### src/rtl/jtmx5k_pcm_arb.sv
// Two-channel PCM ROM fetch arbiter: one-word cache per 007232 channel,
// misses serialised round-robin onto a single 16-bit memory slot.
module jtmx5k_pcm_arb #(
  parameter int AW = 17
) (
  input  logic          clk,
  input  logic          rst_n,
  input  logic          flush,
  input  logic [AW-1:0] a_addr,
  input  logic          a_cs,
  output logic [7:0]    a_dout,
  output logic          a_ok,
  input  logic [AW-1:0] b_addr,
  input  logic          b_cs,
  output logic [7:0]    b_dout,
  output logic          b_ok,
  output logic [AW-1:0] mem_addr,
  output logic          mem_cs,
  input  logic          mem_ok,
  input  logic [15:0]   mem_data
);

  localparam int TW = AW - 1;

  typedef enum logic { IDLE, REQ } state_t;

  state_t        state, state_nx;
  logic          valid_a, valid_b;
  logic [TW-1:0] tag_a, tag_b;
  logic [15:0]   data_a, data_b;
  logic          last;
  logic          drop;
  logic          hit_a, hit_b, miss_a, miss_b;
  logic          pick, start, fill;

  assign hit_a  = a_cs & valid_a & (tag_a == a_addr[AW-1:1]);
  assign hit_b  = b_cs & valid_b & (tag_b == b_addr[AW-1:1]);
  assign miss_a = a_cs & ~hit_a;
  assign miss_b = b_cs & ~hit_b;

  assign a_ok   = hit_a;
  assign b_ok   = hit_b;
  assign a_dout = a_addr[0] ? data_a[15:8] : data_a[7:0];
  assign b_dout = b_addr[0] ? data_b[15:8] : data_b[7:0];

  // Contention goes to whichever channel was not filled last
  assign pick = (miss_a & miss_b) ? ~last : miss_b;

  always_ff @(posedge clk or negedge rst_n) begin
    if (!rst_n) state <= IDLE;
    else        state <= state_nx;
  end

  always_comb begin
    state_nx = state;
    mem_cs   = 1'b0;
    start    = 1'b0;
    fill     = 1'b0;
    case (state)
      IDLE: begin
        if (miss_a | miss_b) begin
          start    = 1'b1;
          state_nx = REQ;
        end
      end
      REQ: begin
        mem_cs = 1'b1;
        if (mem_ok) begin
          fill     = 1'b1;
          state_nx = IDLE;
        end
      end
      default: state_nx = IDLE;
    endcase
  end

  // mem_addr doubles as the latched channel select and tag for the fill
  always_ff @(posedge clk or negedge rst_n) begin
    if (!rst_n) begin
      mem_addr <= '0;
    end else if (start) begin
      mem_addr <= {pick, pick ? b_addr[AW-1:1] : a_addr[AW-1:1]};
    end
  end

  always_ff @(posedge clk or negedge rst_n) begin
    if (!rst_n) begin
      valid_a <= 1'b0;
      valid_b <= 1'b0;
      tag_a   <= '0;
      tag_b   <= '0;
      data_a  <= '0;
      data_b  <= '0;
      last    <= 1'b1;
      drop    <= 1'b0;
    end else begin
      if (fill && !mem_addr[AW-1]) begin
        tag_a   <= mem_addr[TW-1:0];
        data_a  <= mem_data;
        valid_a <= ~drop;
      end
      if (fill && mem_addr[AW-1]) begin
        tag_b   <= mem_addr[TW-1:0];
        data_b  <= mem_data;
        valid_b <= ~drop;
      end
      if (fill) last <= mem_addr[AW-1];
      // A flush on the fill edge still beats the fill
      if (flush) begin
        valid_a <= 1'b0;
        valid_b <= 1'b0;
      end
      if (fill)                        drop <= 1'b0;
      else if (flush && state == REQ)  drop <= 1'b1;
    end
  end

endmodule

### config.mk
export PLATFORM = sky130hd
export DESIGN_NAME = jtmx5k_pcm_arb
export DESIGN_NICKNAME = d
export VERILOG_FILES = /design/src/rtl/jtmx5k_pcm_arb.sv
export SDC_FILE = /design/constraint.sdc
export NUM_CORES = 1
export LEC_CHECK = 0
export CELL_PAD_IN_SITES_DETAIL_PLACEMENT = 0
export CELL_PAD_IN_SITES_GLOBAL_PLACEMENT = 1
export CORE_MARGIN = 5
export CORE_UTILIZATION = 36
export DETAILED_ROUTE_END_ITERATION = 7
export GPL_TIMING_DRIVEN = 0
export MAX_ROUTING_LAYER = met4
export PLACE_DENSITY = 0.86
export SLEW_MARGIN = 20
export SYNTH_ARGS = -nofsm -noshare
export SYNTH_HDL_FRONTEND = slang
export SYNTH_SLANG_ARGS = --single-unit
export TNS_END_PERCENT = 50
### constraint.sdc
create_clock -name clk -period 1.7 [get_ports clk]
set_clock_uncertainty 0.05 [all_clocks]
set_input_delay 0.17 -clock clk [delete_from_list [all_inputs] [get_ports clk]]
set_output_delay 0.17 -clock clk [all_outputs]
set_load 0.01 [all_outputs]
### Word-level counts from Yosys, hierarchy flattened

Cells that the tools add are included.

| word-level totals | value |
|---|---|
| memory bits (writable) | 0 |
| ROM bits | 0 |
| input port bits | 56 |
| bits in latches | 0 |
| register bits | 86 |
| memories kept | 0 |
| logic and storage cells | 49 |
| output and inout bits | 36 |

| cells by class | value |
|---|---|
| order comparisons | 0 |
| div/mod/pow operators | 0 |
| shifts and indexed selects | 0 |
| reductions and logical operators | 7 |
| add/sub/neg operators | 0 |
| $mul | 0 |
| eq/ne operators | 2 |
| mux-type cells | 17 |
| bitwise logic cells | 13 |

Operator list:

| operator | count |
|---|---|
| equality test 16 bit | 2 |
| two-way mux 16 bit | 1 |
| two-way mux 8 bit | 2 |
| two-way mux 1 bit | 13 |
| AND 1 bit | 7 |
| nonzero test 2 bit | 3 |
| NOT 1 bit | 5 |
| logical AND 1 bit | 3 |
| one-hot mux 1 bit (2 select lines) | 1 |
| logical NOT 1 bit | 1 |
| bitwise OR 1 bit | 1 |

### Logic depth before layout (Yosys ltp)

| logic depth | value |
|---|---|
| depth in word-level cells | 7 |
| mapped depth | 8 |

### Worst setup path after synthesis

OpenSTA, ideal clock, no wires.

| path | value |
|---|---|
| path kind | register to register |
| from | register tag_a[2] |
| to | register mem_addr[16] |
| arrival time | 1.681 ns |
| clock period less this slack | 1.856 ns |
| path slack | -0.156 ns |
| buffers on the path | 1 |
| cell stages (with the launch flop) | 8 |
| library setup time | 0.125 ns |
| path through | dfrtp_1 -> xnor2_1 -> nand4_1 -> nor3_1 -> a21oi_2 -> or2_1 -> buf_4 -> mux2_4 |

| between the ends | value |
|---|---|
| word-level cells in the longest chain between the ends | 7 |

RTL lines:

| element | line | RTL |
|---|---|---|
| start: declaration | 29 | `logic [TW-1:0] tag_a, tag_b;` |
| start signal: assignment | 98 | `tag_a <= mem_addr[TW-1:0];` |
| equality test 16 bit * | 36 | `assign hit_a = a_cs & valid_a & (tag_a == a_addr[AW-1:1]);` |
| AND 1 bit * | 36 |  |
| NOT 1 bit * | 38 | `assign miss_a = a_cs & ~hit_a;` |
| AND 1 bit * | 38 |  |
| bitwise OR 1 bit | 61 | `if (miss_a \| miss_b) begin` |
| two-way mux 1 bit | 61 |  |
| two-way mux 1 bit | 59 | `case (state)` |
| end signal: assignment | 82 | `mem_addr <= {pick, pick ? b_addr[AW-1:1] : a_addr[AW-1:1]};` |
| end: declaration | 17 | `output logic [AW-1:0] mem_addr,` |

Every way passes the cells marked *; elsewhere a longest branch is shown, timed or not.
A chain may end at the register's enable or synchronous reset.

### Final worst setup path

| path | value |
|---|---|
| from | register tag_b[1] |
| to | register mem_addr[12] |

| between the ends | value |
|---|---|
| word-level cells in the longest chain between the ends | 7 |

RTL lines:

| element | line | RTL |
|---|---|---|
| start: declaration | 29 |  |
| start signal: assignment | 103 | `tag_b <= mem_addr[TW-1:0];` |
| equality test 16 bit * | 37 | `assign hit_b = b_cs & valid_b & (tag_b == b_addr[AW-1:1]);` |
| AND 1 bit * | 37 |  |
| NOT 1 bit * | 39 | `assign miss_b = b_cs & ~hit_b;` |
| AND 1 bit * | 39 |  |
| AND 1 bit / bitwise OR 1 bit (equally long branches) | 47, 61 |  |
| two-way mux 1 bit (on tied branches) | 47, 61 |  |
| two-way mux 16 bit / two-way mux 1 bit (equally long branches) | 82, 59 |  |

Marked as above.

==> metrics <==
delay-heaviest family, CP=simple AND/OR/NAND/NOR gates; Fin. Hold Viols=0; Cell Area, Synth=4130 um^2; peak supply drop=approximately 700 uV; post-route core utilization=approximately 54%; GR Util All Layers=18.5%; cell count along the critical path=8; post-synth top area cell=dfrtp_1; FF-to-FF setup slack=-400 ps; cts bufs inserted=9; CP max FO=10; Filler Cell Count=939; Switch Pwr=0.00305 W; area of the multi-input gates=between 2000 and 2500 um^2; placement row count=39; critical path's largest stage delay=just over 400 ps; MaxCap Viol Count=0; Routed Antenna Nets=0; Clock Latency Late Sink=340 ps; first-pass GRT wire length=between 15000 and 20000 um; vias in the first global route=3395; DP HPWL=8290 um; H-tree depth=3; I/O pin count=92; Fmax achieved=~480 MHz; Synth top area share=51.5%; drt drc=0; ranking of synthesized cells by area=dfrtp_1 (52%), mux2_2 (22%), xnor2_1 (6.8%), nand3_1 (2.8%), a31oi_1 (2.4%); RSZ-0062 raised after global routing=true; met1 usage=24.6%; busiest grt layer=met2; Reg2Reg Launch Point=tag_b[1]; met2 Use GR=28.7%; final global-route overflow total=0; number of synthesized flops with an enable pin=0; reg-to-reg endpoint=mem_addr[12]; failing checks=negative setup slack; Setup WS pre-CTS=-883 ps; CTS Buffer Depth=2; Slew @ Worst Pin=715 ps; Die Width=around 120 um; fraction of layout cells with a size suffix above 1=42.4%; max_slew headroom=52.3%; Worst setup endpoint=mem_addr[12]; area grow syn2layout=48.8%; post-synthesis instance total=between 300 and 400; Placement Cell Area=between 5000 and 6000 um^2; GP Congestion=0.815; minimum clock period=2100 ps; register area=approximately 2200 um^2; Initial Utilization=36.5%; ys flop type=dfrtp_1; Pwr Total=0.00907 W; GR Layer Usage met3=3.34%; flops & latches, synth=86; Worst Path Arrival=2280 ps; Post-synth ARST share=100%; crit-path cells=xnor2_2, nand4_1, nor3_2, buf_4, a21boi_4, clkbuf_2, nand3_1, a31oi_4; Final Cycle Share=124%; top-count cell post-synth=dfrtp_1; CTS tree=done; Reg power frac=39.4%; hold_ws=293 ps; Setup CP Type=reg -> reg; via count=3235; Leak=between 2 and 3 nW; Root Buffer Master=clkbuf_16; clock group share of total power=21.3%; Switching Share=33.6%; Buf/Inv on CP=2; clk slew on worst S/H paths=70 ps; Final Cell Area=6140 um^2; CP Capture Type=register; DIE AREA=13700 um^2; Pint=0.00602 W; CP startpoint=tag_b[1]; Post-Syn Nets=between 300 and 400; setup ws final=-404 ps; pwr dens=1480 nW/um^2; R2R depth=8; top cells by count, synth=dfrtp_1 (85), mux2_2 (80), xnor2_1 (32), nand3_1 (23), nor3_1 (19); Synth warnings=0; Via density=5.43; Synth cell types=33; max-slew violation count=0; Routed WL=12200 um; largest net degree at the start of global routing=49; initial antenna violation count=0; Core Area=11300 um^2; CP required=1870 ps; drt wl/cell=20.4 um; port bufs=89; sequential area share after synthesis=52.2%; Critical-path top delay cell=dfrtp_1; syn avg cell area=12.4 um^2; Die Y=117 um; Starting DRT DRC Count=201; startpoint types=register; status=finished, violations left; # nets final=about 500; Inserted Diodes=0; HP Class=in -> async; Logic pwr share=39.4%; clock sinks=86; Final Setup Violations=20; TritonRoute pass-1 iters=4
==> power groups by stage <==
stage	combinational, W	sequential [W]	clock [W]
2_1_floorplan	0.00187	0.00340	0
3_3_place_gp	0.00305	0.00345	0
3_5_place_dp	0.00313	0.00349	0
4_1_cts	0.00341	0.00355	0.00195
5_1_grt	0.00379	0.00369	0.00204
6_report	0.00357	0.00357	0.00193
==> per-stage QoR <==
step / setup TNS, ps / instances
floorplan: -1600 / 333
global placement: -262320 / 565
detailed placement: -39240 / 566
CTS: -5470 / 593
global route: -8240 / 596
finish: -6740 / 596
==> registers in the layout, indices dropped and copies added (netlist names), 16 cells and up <==
name	flops
mem_addr	17
data_a	16
data_b	16
tag_a	16
tag_b	16
==> cell usage in the layout, fill, tap and decap left out, types with 3 or more instances in the layout <==
master            n
xnor2_1           6
dlymetal6s2s_1   12
xnor2_2          26
or2_4             3
clkdlybuf4s50_1  70
o21ai_1          13
nor2_1            5
a31oi_1           9
nor3_2            6
dlygate4sd2_1     4
nand4_1          10
nand3_2           3
inv_6             5
nand2_1           3
mux2_2           80
a31oi_2           5
nor3_1           12
clkbuf_2          6
nand3_1          20
buf_6             7
clkbuf_16        10
buf_4            12
a21oi_1           4
dfrtp_1          84
==> routing by layer <==
metal | vias up | share of wire [%]
met5 | - | 0
met4 | 0 | 2.8
met3 | 29 | 6.3
met2 | 135 | 48
met1 | 1607 | 43
li1 | 1464 | -
==> repair_timing <==
item,CTS,global route
setup endpoints to repair,84,52
resized for setup,67,49
endpoints found under the hold margin,38,0
gates cloned,0,2
pin swaps,21,19
hold buffers,1,0
setup buffers,11,1
==> how the worst min path moves through the flow <==
stage	end	slack [ps]	cells past startpoint
4_1_cts	data_a[13]	320	2
2_1_floorplan	data_a[0]	-180	0
3_3_place_gp	data_a[8]	430	1
6_report	data_a[13]	290	2
3_5_place_dp	data_a[13]	130	1
5_1_grt	data_a[13]	370	2
==> cells by family (layout without fill, tap and decap cells) <==
kind of cell,count (synthesis),after routing,synth area share (%)
AO/OA/AOI/OAI,43,43,7.07
XOR/XNOR,32,32,6.79
buffers and inverters,17,137,1.91
AND/OR/NAND/NOR,74,74,9.85
flip-flops,86,86,52.2
multiplexers,81,81,22.2
==> area by class of cell <==
cell class	instances	area share (%)
multi-input cells	230	37.6
flip-flops and latches	86	35.1
repair buffers	105	17.8
clock buffers	9	3.67
well taps	143	2.91
plain buffers	16	1.98
clock inverters	7	1.02
Power figures use the tool's default switching activity.
